### config.mk
export PLATFORM = sky130hd
export DESIGN_NAME = dmem_scrub_arbiter
export DESIGN_NICKNAME = d
export VERILOG_FILES = /design/src/rtl/dmem_ctrl_pkg.sv /design/src/rtl/sat_counter16.sv /design/src/rtl/dmem_scrub_arbiter.sv
export SDC_FILE = /design/constraint.sdc
export NUM_CORES = 1
export LEC_CHECK = 0
export CORE_UTILIZATION = 26
export DETAILED_ROUTE_END_ITERATION = 8
export HOLD_SLACK_MARGIN = 0.02
export PLACE_DENSITY = 0.66
export SLEW_MARGIN = 5
export SYNTH_ARGS = -nofsm -noshare
export SYNTH_HDL_FRONTEND = slang
export SYNTH_SLANG_ARGS = --single-unit
### constraint.sdc
create_clock -name clk -period 2.4 [get_ports clk]
set_input_delay 0.48 -clock clk [delete_from_list [all_inputs] [get_ports clk]]
set_output_delay 0.48 -clock clk [all_outputs]
set_load 0.05 [all_outputs]
### src/rtl/dmem_ctrl_pkg.sv
// Shared types and helpers for the data-memory controller blocks.
package dmem_ctrl_pkg;

  localparam int CNT_W = 16;

  typedef enum logic [1:0] {
    ST_IDLE = 2'd0,
    ST_WAIT = 2'd1,
    ST_READ = 2'd2,
    ST_FIX  = 2'd3
  } scrub_state_e;

  // Byte address of a word index relative to a region base.
  function automatic logic [31:0] word_byte_addr(input logic [31:0] base,
                                                 input logic [29:0] word);
    return base + {word, 2'b00};
  endfunction

endpackage

### src/rtl/sat_counter16.sv
// Saturating event counter with synchronous clear; clear takes priority over increment.
import dmem_ctrl_pkg::*;

module sat_counter16 (
  input  logic             clk,
  input  logic             rst,
  input  logic             clr,
  input  logic             inc,
  output logic [CNT_W-1:0] cnt
);

  always_ff @(posedge clk or negedge rst) begin
    if (!rst) begin
      cnt <= '0;
    end else if (clr) begin
      cnt <= '0;
    end else if (inc && (cnt != '1)) begin
      cnt <= cnt + 1'b1;
    end
  end

endmodule

### src/rtl/dmem_scrub_arbiter.sv
// Shares the data-memory port between the pipeline (always first, zero latency) and a background ECC scrubber.
// SCRUB_WRITEBACK_EN: when defined, single-bit-corrected words are written back through the FIX state.
import dmem_ctrl_pkg::*;

module dmem_scrub_arbiter #(
  parameter int          DEPTH_WORDS = 256,
  parameter logic [31:0] ADDR_BASE   = 32'h0,
  parameter int          INTERVAL    = 64
) (
  input  logic        clk,
  input  logic        rst,
  input  logic        scrub_en,
  input  logic        clr,
  input  logic        pipe_req,
  input  logic        pipe_we,
  input  logic [31:0] pipe_addr,
  input  logic [31:0] pipe_wd,
  output logic [31:0] pipe_rd,
  output logic        pipe_s_err,
  output logic        pipe_d_err,
  output logic        mem_we,
  output logic [31:0] mem_addr,
  output logic [31:0] mem_wd,
  input  logic [31:0] mem_rd,
  input  logic        mem_s_err,
  input  logic        mem_d_err,
  output logic        scrub_busy,
  output logic        pass_done,
  output logic [15:0] s_err_cnt,
  output logic [15:0] d_err_cnt,
  output logic [31:0] d_err_addr,
  output logic        d_err_valid
);

  localparam int PTR_W = $clog2(DEPTH_WORDS);
  localparam int IVL_W = (INTERVAL > 1) ? $clog2(INTERVAL) : 1;
  localparam logic [IVL_W-1:0] IVL_LOAD = IVL_W'(INTERVAL - 1);

  scrub_state_e     state_q;
  scrub_state_e     state_d;
  logic [IVL_W-1:0] ivl_q;
  logic [IVL_W-1:0] ivl_d;
  logic [PTR_W-1:0] ptr_q;
  logic [31:0]      scrub_addr;
  logic             advance;
  logic             s_inc;
  logic             d_inc;
  logic             d_cap;
  logic             scrub_we;
  logic [31:0]      scrub_wd;

  assign scrub_addr = word_byte_addr(ADDR_BASE, 30'(ptr_q));

`ifdef SCRUB_WRITEBACK_EN
  logic [31:0] fix_q;
  logic        fix_load;
  logic        fix_hit;

  // A pipeline store to the word being fixed carries newer data, so the fix is dropped.
  assign fix_hit  = pipe_req && pipe_we && (pipe_addr[31:2] == scrub_addr[31:2]);
  assign scrub_we = (state_q == ST_FIX);
  assign scrub_wd = scrub_we ? fix_q : 32'h0;

  always_ff @(posedge clk or negedge rst) begin
    if (!rst) begin
      fix_q <= '0;
    end else if (fix_load) begin
      fix_q <= mem_rd;
    end
  end
`else
  assign scrub_we = 1'b0;
  assign scrub_wd = 32'h0;
`endif

  always_comb begin
    state_d = state_q;
    ivl_d   = ivl_q;
    advance = 1'b0;
    s_inc   = 1'b0;
    d_inc   = 1'b0;
    d_cap   = 1'b0;
`ifdef SCRUB_WRITEBACK_EN
    fix_load = 1'b0;
`endif
    case (state_q)
      ST_IDLE: begin
        if (scrub_en) begin
          state_d = ST_WAIT;
          ivl_d   = IVL_LOAD;
        end
      end
      ST_WAIT: begin
        if (!scrub_en) begin
          state_d = ST_IDLE;
        end else if (ivl_q == '0) begin
          state_d = ST_READ;
        end else begin
          ivl_d = ivl_q - 1'b1;
        end
      end
      ST_READ: begin
        if (!scrub_en) begin
          state_d = ST_IDLE;
        end else if (!pipe_req) begin
          if (mem_d_err) begin
            d_inc   = 1'b1;
            d_cap   = !d_err_valid;
            advance = 1'b1;
          end else if (mem_s_err) begin
            s_inc = 1'b1;
`ifdef SCRUB_WRITEBACK_EN
            fix_load = 1'b1;
            state_d  = ST_FIX;
`else
            advance = 1'b1;
`endif
          end else begin
            advance = 1'b1;
          end
        end
      end
`ifdef SCRUB_WRITEBACK_EN
      ST_FIX: begin
        if (!pipe_req || fix_hit) begin
          advance = 1'b1;
        end
      end
`endif
      default: state_d = ST_IDLE;
    endcase
    if (advance) begin
      state_d = ST_WAIT;
      ivl_d   = IVL_LOAD;
    end
  end

  always_ff @(posedge clk or negedge rst) begin
    if (!rst) begin
      state_q   <= ST_IDLE;
      ivl_q     <= '0;
      ptr_q     <= '0;
      pass_done <= 1'b0;
    end else begin
      state_q   <= state_d;
      ivl_q     <= ivl_d;
      pass_done <= advance && (ptr_q == '1);
      if (advance) begin
        ptr_q <= ptr_q + 1'b1;
      end
    end
  end

  // Only the first double-bit error is logged until software clears it.
  always_ff @(posedge clk or negedge rst) begin
    if (!rst) begin
      d_err_valid <= 1'b0;
      d_err_addr  <= '0;
    end else if (clr) begin
      d_err_valid <= 1'b0;
    end else if (d_cap) begin
      d_err_valid <= 1'b1;
      d_err_addr  <= scrub_addr;
    end
  end

  sat_counter16 u_s_cnt (
    .clk (clk),
    .rst (rst),
    .clr (clr),
    .inc (s_inc),
    .cnt (s_err_cnt)
  );

  sat_counter16 u_d_cnt (
    .clk (clk),
    .rst (rst),
    .clr (clr),
    .inc (d_inc),
    .cnt (d_err_cnt)
  );

  assign mem_we     = pipe_req ? pipe_we   : scrub_we;
  assign mem_addr   = pipe_req ? pipe_addr : scrub_addr;
  assign mem_wd     = pipe_req ? pipe_wd   : scrub_wd;
  assign pipe_rd    = mem_rd;
  assign pipe_s_err = pipe_req & mem_s_err;
  assign pipe_d_err = pipe_req & mem_d_err;
  assign scrub_busy = (state_q != ST_IDLE);

endmodule
Word level (Yosys, flattened, before mapping)
Index checks and enable logic that the tools add are counted.

Logic and storage cells: 75. Input port bits: 104. Output and inout port bits: 166. Flip-flop bits (word level): 58.

Add/sub/neg operators: 4. Reduce and logical (&&, ||, !) cells: 14. Multiplexer cells: 36. Equal/unequal tests: 10. Bitwise logic cells: 3.

Operator list (count): 16-bit two-way mux (4); 32-bit two-way mux (2); 16-bit by 1-bit adder with 16-bit output, second input constant (2); 16-bit inequality test, second input constant (2); 6-bit two-way mux (4); 1-bit two-way mux (19); 3-bit inequality test, second input constant (4); 6-bit case mux with 2 select lines (1); 2-bit two-way mux (5); 8-bit by 1-bit adder with 8-bit output, second input constant (1); 8-bit == test, second input constant (1); 2-bit nonzero test (4); 6-bit zero test (1); 2-bit case mux with 3 select lines (1); 6-bit by 1-bit subtractor with 6-bit output, second input constant (1); 4-bit inequality test, second input constant (1); 4-bit AND reduction (1); 1-bit logical AND (3); 3-bit AND reduction (1); 3-bit nonzero test (1); 1-bit AND (2); 2-bit by 1-bit == test with 1-bit output, second input constant (1); 2-bit == test, second input constant (1); 2-bit zero test (1); 3 further kinds (3).

Depth between registers and ports, before layout
Gate-level depths: netlist of run 1.

Depth after elaboration: 8. Depth in mapped cells: 6. Mapped depth without buffers: 6.

Cells and area by module
A second synthesis of run 1 with hierarchy kept.

Cells, all modules: 436. Area total of the unflattened synthesis: 4030.1 µm².

Modules (own cells, without submodules): dmem_scrub_arbiter (instances 1, area each 2145.8 µm², seq. area each 650.6 µm², cells an instance 240); sat_counter16 (instances 2, area each 942.2 µm², seq. area each 400.4 µm², cells an instance 98).

Least setup slack after synthesis of run 1
Ideal clock, no wire load.

Path type: flip-flop to flip-flop. From: reg u_s_cnt.cnt[4]. To: reg u_s_cnt.cnt[12]. Buffers on the path: 1. Slack: 0.094 ns. Period minus slack after synthesis: 2.306 ns. Arrival: 2.181 ns. Setup time: 0.125 ns. Required time: 2.275 ns. Cell stages (with the launch flop): 6. Cells stage by stage: dfrtp_1 nand4_1 or4_1 buf_2 nor4_1 mux2_2.

Cells in the longest elaborated chain, start to end: 3. Elaborated cells on any way between the ends: 6. Classes of those cells: add/sub: 1; eq/ne: 1; mux: 2; reduce/logical: 2.

Ends and longest elaborated chain: start, declared (RTL line sat_counter16.sv:9) `output logic [CNT_W-1:0] cnt`; start signal, assigned (RTL line sat_counter16.sv:18) `cnt <= cnt + 1'b1;`; 16-bit by 1-bit adder with 16-bit output / 16-bit inequality test (equally long branches) (RTL line sat_counter16.sv:18, sat_counter16.sv:17); 16-bit two-way mux / 1-bit logical AND (equally long branches) (RTL line sat_counter16.sv:17) `end else if (inc && (cnt != '1)) begin`; 16-bit two-way mux / 2-bit nonzero test (equally long branches).

Parallel ways exist; a longest one is shown, timed or not. The select of a mux whose other input is x is not followed. A chain may end at the register's enable or synchronous reset.

Worst setup path after layout of run 1
From: in scrub_en. To: reg u_s_cnt.cnt[12].

Cells in the longest elaborated chain, start to end: 4.

Ends and longest elaborated chain: start, declared (RTL line dmem_scrub_arbiter.sv:12) `input logic scrub_en,`; 1-bit two-way mux (RTL line dmem_scrub_arbiter.sv:103) `if (!scrub_en) begin`; 1-bit two-way mux (RTL line dmem_scrub_arbiter.sv:86) `case (state_q)`; 1-bit logical AND (RTL line sat_counter16.sv:17); 2-bit nonzero test (no source line).

No other way between the ends.

==> summary.md, run 1 <==
| Metric | Value |
|---|---|
| Worst vdd ir | `0.000255 V` |
| Core Region | `14600 um^2` |
| Top cell type's share of synthesized area | `37.0%` |
| DP Wirelength | `10.2 mm` |
| Port buffer count | `181` |
| Synthesized cell area | `3920 um^2` |
| Rows | `44` |
| Post-synthesis register bit count | `58` |
| RR Startpoint | `state_q[0]` |
| Reg2reg end | `u_s_cnt.cnt[12]` |
| Hold Path Class | `primary input to asynchronous set/reset pin` |
| Setup TNS | `0 ps` |
| Initial Utilization | `26.8%` |
| Met2 WL post-DR | `6.75 mm` |
| Worst EP arrival | `2510 ps` |
| Num CTS Buffers | `9` |
| Via count | `3825` |
| CTS tree | `built` |
| FFs w/ async S/R, synth | `100%` |
| Dominant cell type by area after synthesis | `dfrtp_1` |
| Most used DFF post-synth | `dfrtp_1` |
| Layout cells sized above 1 | `21.7%` |
| XOR/XNOR Fraction of Synth Area | `1.56%` |
| Vias in the first global route | `3815` |
| Wire length on met1 | `4.87 mm` |
| GRT Util Overall | `16.5%` |
| Post-route DRC | `46` |
| Post-route minimum period | `2310 ps` |
| Nets | `703` |
| Critical Path End Type | `flip-flop` |
| Startpoint Class | `primary input` |
| Antenna-violating nets left | `0` |
| Slew margin rel. | `54.0%` |
| Cell with the most instances after synthesis | `and2_1` |
| Netlist cell types | `45` |
| Crit Path Max Fanout | `4` |
| Initial DRT Pass Iterations | `6` |
| Simple-gate share of the synthesized area | `29.8%` |
| Area growth from synthesis to layout | `68.4%` |
| N_diodes | `0` |
| Clock Skews | `5.73 ps` |
| Leak | `2.72 nW` |
| GR Overflow Total | `0` |
| Fmax | `434 MHz` |
| Sequential-to-total area share from yosys stat | `37.0%` |
| Failing checks | `design-rule violations` |
| Synth top cells by count | `and2_1, dfrtp_1, buf_4` |
| Post-cts hold buffer count | `0` |
| RSZ-0062 raised after global routing | `no` |
| H-tree depth | `3` |
| Synth warn | `0` |
| Clock Pin Slew Worst Setup and Hold Paths | `50 ps` |
| Largest net degree at the start of global routing | `59` |
| Critical path data required time | `2610 ps` |
| Clk_lat worst skew | `340 ps` |
| Global-route wire length before repair | `20.3 mm` |
| Die Area | `15600 um^2` |
| 1st-iter DRT viols | `210` |
| Synthesized area per cell | `9.06 um^2` |
| Die X | `125 um` |
| Power Dens Cells | `483 nW/um^2` |
| # resized after CTS | `0` |
| Total Wirelength | `12.8 mm` |
| Final period utilization | `96.1%` |
| Actual slew at the worst max-slew pin | `690 ps` |
| Number of antenna violations at the first check in global routing | `0` |
| Vias per cell | `4.89` |
| Outcome | `finished with violations` |
| Largest cells by area after synthesis | `dfrtp_1, buf_4, and2_1` |
| Number of setup buffers added after CTS | `0` |
| Post-synthesis adder-cell area fraction | `1.59%` |
| Setup violations, final | `0` |
| CTS Buffer Depth | `2` |
| Combinational family with the most area after synthesis | `simple AND/OR/NAND/NOR gates` |
| I/O Pins | `270` |
| Gpl congestion | `0.860` |
| Post-synthesis mux area share | `6.54%` |
| Worst r2r path cells | `4` |
| Cells after Synth | `433` |
| Slew Limit Fails | `0` |
| Die Y | `125 um` |
| CTS Sinks | `58` |
| Met3 WL | `973 um` |
| Worst setup path class | `primary input to flip-flop` |
| Root buf cell | `clkbuf_16` |
| Min Hold Slack | `185 ps` |
| DR top layer | `met4` |
| R2R setup slack | `260 ps` |
| Maxcap violations | `0` |
| Post-synth EDFFs | `0` |
| Complex-gate fraction of the synthesized area | `10.3%` |
| WL/cell | `16.3 um` |
| Hold Fails Final Rpt | `0` |
registers in the layout (all words and copies together), names as in the netlist:
signal,flops
d_err_addr,8
d_err_valid,1
ivl_q,6
pass_done,1
ptr_q,8
state_q,2
u_d_cnt.cnt,16
u_s_cnt.cnt,16
power breakdown:
| part | switching, mW | internal, mW |
|---|---|---|
| combinational | 0.447 | 0.359 |
| clock | 0.459 | 0.933 |
| sequential | 0.00927 | 0.986 |
| total | 0.915 | 2.28 |
layout make-up:
| type | count | area [um^2] |
|---|---|---|
| timing repair buffer | 201 | 2530 |
| multi-input combinational | 317 | 2040 |
| tap | 184 | 230 |
| clock inverter | 5 | 77.6 |
| fill | 1343 | 8040 |
| inverter | 7 | 26.3 |
| clock buffer | 11 | 243 |
| sequential | 58 | 1450 |
routing by layer:
metal  track usage (%)  vias to the layer above
met5                 0                        -
met3              4.64                       21
met1              18.0                     1840
met2              31.0                      181
met4              4.59                        0
li1                  -                     1783
per-stage QoR:
stage          instance area [um^2]  power, mW  std cells  utilization (%)  worst slack, ps
6_report                       6610       3.19        783             45.1             94.5
5_1_grt                        6610       3.31        783             45.1             29.4
4_1_cts                        6610       3.23        783             45.1              112
3_5_place_dp                   6280       1.82        767             42.9             -197
3_3_place_gp                   6280       1.82        767             42.9             -128
2_1_floorplan                  4010       1.58        456                -             94.4
worst max-delay path, cell delays in order:
cell and delay [ps]:
clkdlybuf4s50_1 530, nand4bb_4 130, or4_1 600, nor4_1 380, mux2_2 390
cells in the final DEF (no fill, tap or decap), types with 7 or more instances in the layout:
| cell type | Yosys | layout |
|---|---|---|
| a21oi_1 | 23 | 23 |
| and2_1 | 63 | 63 |
| and3_1 | 9 | 9 |
| buf_12 | 0 | 60 |
| buf_4 | 56 | 27 |
| clkbuf_16 | 0 | 9 |
| clkdlybuf4s50_1 | 0 | 112 |
| conb_1 | 1 | 24 |
| dfrtp_1 | 58 | 58 |
| inv_1 | 7 | 7 |
| mux2_2 | 20 | 20 |
| nand2_1 | 15 | 15 |
| nand3_1 | 12 | 12 |
| nand4_1 | 12 | 12 |
| nor2_1 | 21 | 21 |
| nor2b_1 | 7 | 7 |
| nor3_1 | 10 | 10 |
| o21ai_0 | 11 | 11 |
| o31ai_1 | 8 | 8 |
| or3_1 | 9 | 9 |
| or4_1 | 10 | 10 |
worst max-delay path by stage:
stage                           end  slack [ps]            from  cells after the start
floorplan           u_s_cnt.cnt[12]          90  u_s_cnt.cnt[4]                      5
global placement    u_s_cnt.cnt[12]        -130        scrub_en                      5
detailed placement  u_s_cnt.cnt[12]        -200        scrub_en                      5
CTS                      scrub_busy         110      state_q[1]                      2
global route        u_s_cnt.cnt[12]          30        scrub_en                      5
finish              u_s_cnt.cnt[12]          90        scrub_en                      5
logic make-up after synthesis:
logic type	after synthesis
xor+xnor	7
buf+inv	81
simple gates	194
flops	58
other cells	1
compound gates	64
mux	23
fa+ha+maj	5
(Power assumes the default switching activity.)
==> run 2: changes to the inputs <==
--- a/config.mk
+++ b/config.mk
@@ -5,6 +5,7 @@
 export SDC_FILE = /design/constraint.sdc
 export NUM_CORES = 1
 export LEC_CHECK = 0
+export CAP_MARGIN = 40
 export CORE_UTILIZATION = 26
 export DETAILED_ROUTE_END_ITERATION = 8
 export HOLD_SLACK_MARGIN = 0.02
==> results of run 2 <==
Same layout as run 1: the final DEF is identical, and so are final timing and power.
